--- src/rtl/button_toggle_if.sv ---
// Button-side signal bundle: raw pushbutton in, clean enable/level/press out.
// The master drives the button; the slave (the debouncer) drives the outputs.
interface button_toggle_if;
   logic btn_in;
   logic on;
   logic btn_level;
   logic press;

   modport master (output btn_in, input on, input btn_level, input press);
   modport slave  (input btn_in, output on, output btn_level, output press);
endinterface

--- src/rtl/button_toggle.sv ---
// Pushbutton conditioner: 2-flop synchroniser, counter debounce FSM, and a
// toggled `on` enable plus debounced level and one-cycle press pulse.
//
// state        | meaning
// -------------+------------------------------------------------------------
// RELEASED     | debounced level is released, waiting for a pressed sample
// PRESS_WAIT   | counting consecutive pressed samples towards DEBOUNCE_CYCLES
// PRESSED      | debounced level is pressed, waiting for a released sample
// RELEASE_WAIT | counting consecutive released samples towards DEBOUNCE_CYCLES
module button_toggle #(
   parameter int unsigned DEBOUNCE_CYCLES = 1_000_000,
   parameter bit          BTN_ACTIVE_LOW  = 1'b0,
   parameter bit          ON_RESET        = 1'b0
) (
   input  logic            clk,
   input  logic            rst_n,
   button_toggle_if.slave  bt
);

   localparam int unsigned    CW      = $clog2(DEBOUNCE_CYCLES + 1);
   localparam logic [CW-1:0] CNT_MAX = CW'(DEBOUNCE_CYCLES);
   localparam logic [CW-1:0] CNT_ONE = CW'(1);
   // With a single required cycle the wait states collapse into the entry edge.
   localparam bit             SINGLE  = (DEBOUNCE_CYCLES == 1);

   typedef enum logic [1:0] {
      RELEASED     = 2'd0,
      PRESS_WAIT   = 2'd1,
      PRESSED      = 2'd2,
      RELEASE_WAIT = 2'd3
   } state_t;

   state_t        state;
   logic [CW-1:0] cnt;
   logic [CW-1:0] cnt_inc;
   logic          cnt_hit;
   logic          sync_q1;
   logic          sync_q2;
   logic          btn_pressed;
   logic          on_q;
   logic          level_q;
   logic          press_q;

   // Synchroniser flops reset to the released level so reset never looks like a press.
   always_ff @(posedge clk or negedge rst_n) begin
      if (!rst_n) begin
         sync_q1 <= BTN_ACTIVE_LOW;
         sync_q2 <= BTN_ACTIVE_LOW;
      end else begin
         sync_q1 <= bt.btn_in;
         sync_q2 <= sync_q1;
      end
   end

   assign btn_pressed = sync_q2 ^ BTN_ACTIVE_LOW;
   assign cnt_inc     = cnt + CNT_ONE;
   assign cnt_hit     = (cnt_inc == CNT_MAX);

   always_ff @(posedge clk or negedge rst_n) begin
      if (!rst_n) begin
         state   <= RELEASED;
         cnt     <= '0;
         on_q    <= ON_RESET;
         level_q <= 1'b0;
         press_q <= 1'b0;
      end else begin
         press_q <= 1'b0;
         case (state)
            RELEASED: begin
               if (btn_pressed) begin
                  if (SINGLE) begin
                     state   <= PRESSED;
                     cnt     <= '0;
                     level_q <= 1'b1;
                     press_q <= 1'b1;
                     on_q    <= ~on_q;
                  end else begin
                     state <= PRESS_WAIT;
                     cnt   <= CNT_ONE;
                  end
               end
            end
            PRESS_WAIT: begin
               if (!btn_pressed) begin
                  state <= RELEASED;
                  cnt   <= '0;
               end else if (cnt_hit) begin
                  state   <= PRESSED;
                  cnt     <= '0;
                  level_q <= 1'b1;
                  press_q <= 1'b1;
                  on_q    <= ~on_q;
               end else begin
                  cnt <= cnt_inc;
               end
            end
            PRESSED: begin
               if (!btn_pressed) begin
                  if (SINGLE) begin
                     state   <= RELEASED;
                     cnt     <= '0;
                     level_q <= 1'b0;
                  end else begin
                     state <= RELEASE_WAIT;
                     cnt   <= CNT_ONE;
                  end
               end
            end
            RELEASE_WAIT: begin
               if (btn_pressed) begin
                  state <= PRESSED;
                  cnt   <= '0;
               end else if (cnt_hit) begin
                  state   <= RELEASED;
                  cnt     <= '0;
                  level_q <= 1'b0;
               end else begin
                  cnt <= cnt_inc;
               end
            end
            default: begin
               state <= RELEASED;
               cnt   <= '0;
            end
         endcase
      end
   end

   assign bt.on        = on_q;
   assign bt.btn_level = level_q;
   assign bt.press     = press_q;

endmodule

--- src/flat_wrapper.sv ---
// flat-port wrapper written by rule: the top's interface ports become plain ports
module button_toggle_flat 
#(
   parameter int unsigned DEBOUNCE_CYCLES = 1_000_000,
   parameter bit          BTN_ACTIVE_LOW  = 1'b0,
   parameter bit          ON_RESET        = 1'b0
)
  (clk, rst_n, bt_btn_in, bt_on, bt_btn_level, bt_press);
  button_toggle_if bt_i ();
  input  logic clk;
  input  logic rst_n;
  input wire logic [$bits(bt_i.btn_in)-1:0] bt_btn_in;
  output wire logic [$bits(bt_i.on)-1:0] bt_on;
  output wire logic [$bits(bt_i.btn_level)-1:0] bt_btn_level;
  output wire logic [$bits(bt_i.press)-1:0] bt_press;
  assign bt_i.btn_in = bt_btn_in;
  assign bt_on = bt_i.on;
  assign bt_btn_level = bt_i.btn_level;
  assign bt_press = bt_i.press;
  button_toggle #(.DEBOUNCE_CYCLES(DEBOUNCE_CYCLES), .BTN_ACTIVE_LOW(BTN_ACTIVE_LOW), .ON_RESET(ON_RESET)) u_core (.clk(clk), .rst_n(rst_n), .bt(bt_i));
endmodule
--- config.mk ---
export PLATFORM = sky130hd
export DESIGN_NAME = button_toggle_flat
export DESIGN_NICKNAME = d
export VERILOG_FILES = /design/src/rtl/button_toggle_if.sv /design/src/rtl/button_toggle.sv /design/src/flat_wrapper.sv
export SDC_FILE = /design/constraint.sdc
export NUM_CORES = 1
export LEC_CHECK = 0
export ABC_AREA = 1
export CAP_MARGIN = 0
export CORE_ASPECT_RATIO = 1.5
export CORE_UTILIZATION = 36
export DETAILED_ROUTE_END_ITERATION = 6
export HOLD_SLACK_MARGIN = 0.06
export PLACE_DENSITY = 0.49
export SYNTH_ARGS = -nofsm -noshare
export SYNTH_HDL_FRONTEND = slang
export SYNTH_SLANG_ARGS = --single-unit
--- constraint.sdc ---
create_clock -name clk -period 2.5 [get_ports clk]
set_input_delay 0.5 -clock clk [delete_from_list [all_inputs] [get_ports clk]]
set_output_delay 0.5 -clock clk [all_outputs]
set_load 0.03 [all_outputs]
==> metrics.md, run 1 <==
| Metric | Value |
|---|---|
| Status | `complete, no violations` |
| Register area share after synthesis | `0.3473` |
| Hold/Removal Path Class | `reg2reg` |
| Async set-reset flop share out of synthesis | `1.000` |
| Gpl congestion | `0.8295` |
| Most frequent CP cell | `nand2_1` |
| # IOs | `6` |
| Die Area | `0.005708 sq mm` |
| WL final | `roughly 5.6 mm` |
| # fillers | `~570` |
| Initial antenna violation count | `0` |
| Distinct cells, synth | `25` |
| Clk root buf | `clkbuf_8` |
| Via/cell ratio | `between 5 and 6` |
| Largest net degree at the start of global routing | `28` |
| CP endpoint kind | `flop` |
| Antenna Nets Post-Route | `0` |
| Leak | `about 0.00094 uW` |
| Area Growth Syn to Fin | `11.13%` |
| Skew-Pair Late Insertion Delay | `0.28 ns` |
| HPWL Detailed | `between 4 and 5 mm` |
| Synth top area share | `0.3473` |
| Total track usage | `0.2212` |
| Clk buf depth | `2` |
| Crit Path Class | `reg2reg` |
| Hold Slack | `around 0.38 ns` |
| Row count | `32` |
| Largest cells by area after synthesis | `dfrtp_1 (35%), nand2_1 (20%), nand3_1 (10%)` |
| Required @ worst endpoint | `between 2 and 3 ns` |
| First-pass GRT wire length | `between 9 and 10 mm` |
| Total CTS buffers | `3` |
| Final Hold Viols | `0` |
| Slew HR | `0.4024` |
| Worst r2r src | `u_core.cnt[0]` |
| Ys flop type | `dfrtp_1` |
| Ant diodes | `0` |
| Vias in the first global route | `~1900` |
| Post-synthesis instance area | `0.001946 sq mm` |
| CTS tree | `yes` |
| Number of synthesized flops with an enable pin | `0` |
| Startpoint Class | `flop` |
| Initial DRT Pass Iterations | `4` |
| Commonest cells post-synth | `nand2_1 (103), nor2_1 (48), nand3_1 (39)` |
| Post-CTS Setup Bufs | `0` |
| Leading area contributor after synthesis | `dfrtp_1` |
| Most frequent cell after synthesis | `nand2_1` |
| Total grt overflow | `0` |
| Yosys warns | `0` |
| Reg2reg end | `u_core.cnt[19]` |
| Die Wd | `62.03 um` |
| # Max-Cap Violations | `0` |
| CP cell instances | `ha_1, nand3_1, nor2_1, nand2_1, nand2_1, nand2_1, nor2_1, nand3b_1, nor2_4, nand2_4, nand3_1, nand2_1` |
| Max stage delay on crit path | `0.44 ns` |
| Arrival time of the worst setup path | `2.41 ns` |
| Worst hold start | `u_core.sync_q1` |
| Crit share post-route | `0.8933` |
| Syn Area/Cell | `around 6.4 sq um` |
| Fin. max-slew vios | `0` |
| Worst R2R Path Depth | `12` |
| Tmin final | `between 2 and 2.5 ns` |
| Largest delay share family, worst path | `simple AND/OR/NAND/NOR gates` |
| Hold endpoint | `u_core.btn_pressed` |
| Least-Margin Pin Slew | `about 0.89 ns` |
| Syn Nets | `about 300` |
| VDD IR max | `0.2362 mV` |
| CP Max Fanout | `8` |
| Cells after Synth | `around 300` |
| Clock sinks | `27` |
| Hold path depth | `0` |
| Layout cells sized above 1 | `0.08599` |
| Die extent in y | `92.04 um` |
| Crit path buf inv count | `0` |
| Clock slew at reported path FFs | `approximately 0.1 ns` |
| Vias | `between 1500 and 2000` |
| H-tree depth | `1` |
| Maximum clock frequency | `approximately 0.45 GHz` |
| PortBufs | `5` |
| Initial cell density of the core | `0.3767` |
| Pwr Density | `around 360 mW/mm^2` |
| Total negative setup slack | `0 ns` |
| Drt drc | `0` |
| Slowest CP cell | `dfrtp_1` |
| FF+latch count, synth | `27` |
| Worst reg-to-reg setup slack | `0.27 ns` |
| # setup viols final | `0` |
| Mean routed wirelength per cell | `roughly 15 um` |
| RSZ-0062 raised after global routing | `false` |
| Nets | `between 300 and 400` |
| Clock skew | `0.005918 ns` |
| Core footprint | `a little over 0.005 sq mm` |
| Initial drt markers | `93` |
-- worst register-to-register path, stage by stage (launching register included) --
cell	delay [ns]
dfrtp_1	0.44
ha_1	0.29
nand3_1	0.16
nor2_1	0.26
nand2_1	0.08
nand2_1	0.13
nand2_1	0.07
nor2_1	0.13
nand3b_1	0.13
nor2_4	0.21
nand2_4	0.11
nand3_1	0.08
nand2_1	0.05
-- what timing repair did --
action	in CTS	in global routing
setup endpoints to repair	0	5
resized for setup	0	1
hold buffers	0	0
endpoints found under the hold margin	0	0
-- cell families (layout without fill, tap and decap cells) --
group	count (synthesis)	after routing	synth area share
AOI/OAI and AO/OA	17	17	0.06431
adders and majority gates	1	1	0.006430
buffers and inverters	38	49	0.07331
DFF	27	27	0.3473
and+or+nand+nor	220	220	0.5087
-- flip-flops by register name (all words and copies together), names as in the netlist, named ones only --
name	count
u_core.state	1
u_core.bt.on	1
u_core.sync_q1	1
u_core.btn_pressed	1
u_core.cnt	20
u_core.bt.btn_level	1
u_core.bt.press	1
-- final cells by class --
| cell class | count | area [sq um] | area share |
|---|---|---|---|
| Tap cell | 68 | 85.08 | 0.03935 |
| Multi-Input combinational cell | 238 | 1130 | 0.5226 |
| Sequential cell | 27 | 675.6 | 0.3125 |
| Inverter | 34 | 127.6 | 0.05903 |
| Clock inverter | 1 | 7.507 | 0.003472 |
| Timing Repair Buffer | 11 | 95.09 | 0.04398 |
| Clock buffer | 3 | 41.29 | 0.01910 |
-- how the worst max path moves through the flow --
stage | to | startpoint | cells past startpoint
3_3_place_gp | flop | u_core.cnt[0] | 11
4_1_cts | u_core.bt.on | u_core.cnt[0] | 12
3_5_place_dp | u_core.bt.on | u_core.cnt[0] | 12
2_1_floorplan | flop | u_core.cnt[0] | 12
5_1_grt | u_core.bt.on | u_core.cnt[0] | 12
6_report | u_core.cnt[19] | u_core.cnt[0] | 12
-- stage by stage --
stage                     cell area [sq um]  power, uW  std cells  setup WS, ns  utilization
after global placement                 2111      527.8        378        0.2593       0.4087
after CTS                              2160      796.4        382        0.2220       0.4181
after detailed placement               2111      526.5        378        0.2463       0.4087
final                                  2162      781.9        382        0.2668       0.4186
after floorplan                        1946      490.4        303        0.6860            -
after global routing                   2162      824.1        382       0.01723       0.4186
-- per-layer routing --
metal | share of wire | GRT usage
met5 | 0 | 0
met2 | 0.54 | 0.4087
met1 | 0.42 | 0.2661
met4 | 0.011 | 0.04074
met3 | 0.024 | 0.01693
-- placed cells by master (no fill, tap or decap), types with 2 or more instances in the layout --
master,instances
inv_1,32
o211ai_1,7
nand3b_1,2
inv_2,2
nand3_2,2
clkdlybuf4s50_1,5
nor2_1,47
o311ai_0,3
buf_4,6
nor3_1,4
clkbuf_8,3
dfrtp_1,27
nand2_2,3
nor2_4,5
o21ai_0,3
nand2_1,103
nand3_1,39
nand4_1,10
-- report_power, final --
| part | switching, uW | internal, uW |
|---|---|---|
| logic | 43.8 | 20.1 |
| clock network | 152 | 113 |
| registers | 8.95 | 444 |
| total | 204 | 578 |
(Power assumes the default switching activity.)
==> inputs of run 2 (changes only) <==
- CORE_ASPECT_RATIO: 1.5 -> 1.2
- MAX_ROUTING_LAYER: unset -> met4
- SKIP_LAST_GASP: unset -> 1
==> run 2 against run 1 <==
Effect of this change:
- maximum frequency grew 1.8%
- non-clock buffer count down 1
- core utilization increased by 0.28 points
- via count shrank 4.0%
- first-iteration DRC count is 92% higher
- power is 1.7% lower
==> metrics.md, run 2 (synthesis results as in run 1) <==
| Metric | Value |
|---|---|
| Status | `complete, no violations` |
| Overall power | `768.9 uW (-1.7%)` |
| Clk root buf | `clkbuf_8` |
| Row count | `28 (-13%)` |
| Largest delay share family, worst path | `simple AND/OR/NAND/NOR gates` |
| Initial drt markers | `179 (+92%)` |
| Most frequent cells in the layout | `nand2_1 (103), nor2_1 (48), nand3_1 (39)` |
| Crit Path Class | `reg2reg` |
| Area post-placement | `0.002093 sq mm (-0.83%)` |
| Leak | `0.0009349 uW (-0.62%)` |
| Drt drc | `0 (unchanged)` |
| Hold Slack | `0.3853 ns (+0.003543 ns)` |
| Layout cells sized above 1 | `0.07987 (-0.006115)` |
| Top reg by flops | `u_core.cnt` |
| Max FFs per register | `20 (unchanged)` |
| CP Max Fanout | `8 (unchanged)` |
| Skew-Pair Late Insertion Delay | `0.28 ns (about the same)` |
| Initial DRT Pass Iterations | `5 (+1)` |
| Total CTS buffers | `3 (unchanged)` |
| Final core utilization | `0.4214 (+0.002824)` |
| Pwr Density | `359.2 mW/mm^2 (-0.68%)` |
| Commonest non-fill, non-tap cell in the layout | `nand2_1` |
| Clock slew at reported path FFs | `0.10 ns (about the same)` |
| HPWL Detailed | `4.174 mm (-4.8%)` |
| Largest net degree at the start of global routing | `28 (unchanged)` |
| Post-CTS Setup Bufs | `0 (unchanged)` |
| Maximum clock frequency | `0.4559 GHz (+1.8%)` |
| Slowest CP cell | `dfrtp_1` |
| Die Area | `0.005704 sq mm (about the same)` |
| Ant diodes | `0 (unchanged)` |
| Nets | `318 (-0.31%)` |
| # setup viols final | `0 (unchanged)` |
| Slew HR | `0.3881 (-0.01433)` |
| Crit path buf inv count | `0 (unchanged)` |
| # fillers | `546 (-3.4%)` |
| Hold/Removal Path Class | `reg2reg` |
| Initial cell density of the core | `0.3830 (+0.006309)` |
| WL final | `5.363 mm (-4.7%)` |
| Required @ worst endpoint | `2.67 ns (about the same)` |
| Crit share post-route | `0.8773 (-0.01592)` |
| RSZ-0062 raised after global routing | `false` |
| Gpl congestion | `0.8434 (+1.7%)` |
| Arrival time of the worst setup path | `2.36 ns (-0.05 ns)` |
| VDD IR max | `0.2167 mV (-8.3%)` |
| Final Hold Viols | `0 (unchanged)` |
| Total negative setup slack | `0 ns (unchanged)` |
| Clock skew | `0.01444 ns (+0.008519 ns)` |
| Antenna Nets Post-Route | `0 (unchanged)` |
| Vias in the first global route | `1843 (-5.2%)` |
| Post-route cell area | `0.002141 sq mm (-0.98%)` |
| Die Wd | `69.11 um (+11%)` |
| Least-Margin Pin Slew | `0.9145 ns (+0.02142 ns)` |
| Startpoint Class | `flop` |
| Most frequent CP cell | `nand2_1` |
| # Max-Cap Violations | `0 (unchanged)` |
| First-pass GRT wire length | `9.149 mm (-1.0%)` |
| H-tree depth | `1 (unchanged)` |
| Total track usage | `0.2108 (-0.01037)` |
| Area Growth Syn to Fin | `10.03%` |
| Die extent in y | `82.53 um (-10%)` |
| Core footprint | `0.005080 sq mm (-1.6%)` |
| Initial antenna violation count | `0 (unchanged)` |
| Clk buf depth | `2 (unchanged)` |
| CTS tree | `yes` |
| PortBufs | `5 (unchanged)` |
| Mean routed wirelength per cell | `14.38 um (-2.4%)` |
| Total grt overflow | `0 (unchanged)` |
| CP endpoint kind | `flop` |
| Vias | `1883 (-4.0%)` |
| Max stage delay on crit path | `0.44 ns (about the same)` |
| Fin. max-slew vios | `0 (unchanged)` |
| Clock sinks | `27 (unchanged)` |
| Via/cell ratio | `5.048 (-1.7%)` |
| Tmin final | `2.193 ns (-0.03981 ns)` |
| CP cell instances | `ha_2, nand3_1, nor2_1, nand2_1, nand2_1, nand2_1, nor2_1, nand3b_1, nor2_4, nand2_4, nand3_1, nand2_1` |
| # IOs | `6 (unchanged)` |
-- run 2: cell types whose count changed in the layout (fill, tap and decap cells not counted) --
cell        delta
ha_1           -1
clkbuf_1       +1
nor2_2         -1
ha_2           +1
nor2_1         +1
buf_4          -1
clkinvlp_4     -1
-- run 2: final timing paths --
check / from / end / slack (ns) / cells after the start
max: u_core.cnt[0] / u_core.cnt[1] / 0.31 / 12
max in group asynchronous: rst_n / u_core.bt.on / 1.62 / 2
min reg2reg: u_core.sync_q1 / u_core.btn_pressed / 0.39 / 0
max reg2reg: u_core.cnt[0] / u_core.cnt[1] / 0.31 / 12
min: u_core.sync_q1 / u_core.btn_pressed / 0.39 / 0
min in group asynchronous: rst_n / u_core.cnt[13] / 0.59 / 2
-- run 2: area by class of cell --
cell class | instances | area (sq um) | area share
Tap cell | 60 | 75.07 | 0.03507
Multi-Input combinational cell | 238 | 1130 | 0.5278
Timing Repair Buffer | 10 | 87.58 | 0.04091
Clock buffer | 4 | 45.04 | 0.02104
Sequential cell | 27 | 675.6 | 0.3156
Inverter | 34 | 127.6 | 0.05961
-- run 2: layer usage --
metal  track usage  part of all wire  routed length [um]
met1        0.2504              0.45                2427
met2        0.3942              0.51                2752
met3       0.01578             0.025                 133
met4       0.04490            0.0091                  49
met5             -                 0                   0
-- run 2: what timing repair did --
action | CTS | global route
endpoints found under the setup margin | 0 | 1
hold buffers | 0 | 0
gates resized for setup | 0 | 1
-- run 2: stage by stage --
step | cells | setup slack, ns
after floorplan | 303 | 0.6860
after global placement | 369 | 0.2852
after detailed placement | 369 | 0.2826
after CTS | 373 | 0.2587
after global routing | 373 | 0.03848
final | 373 | 0.3066
-- run 2: power by group --
part           total, uW  internal (uW)  switching (uW)
Sequential           454            444            9.93
Combinational       58.6           17.9            40.7
Clock                256            114             142
Total                769            576             193
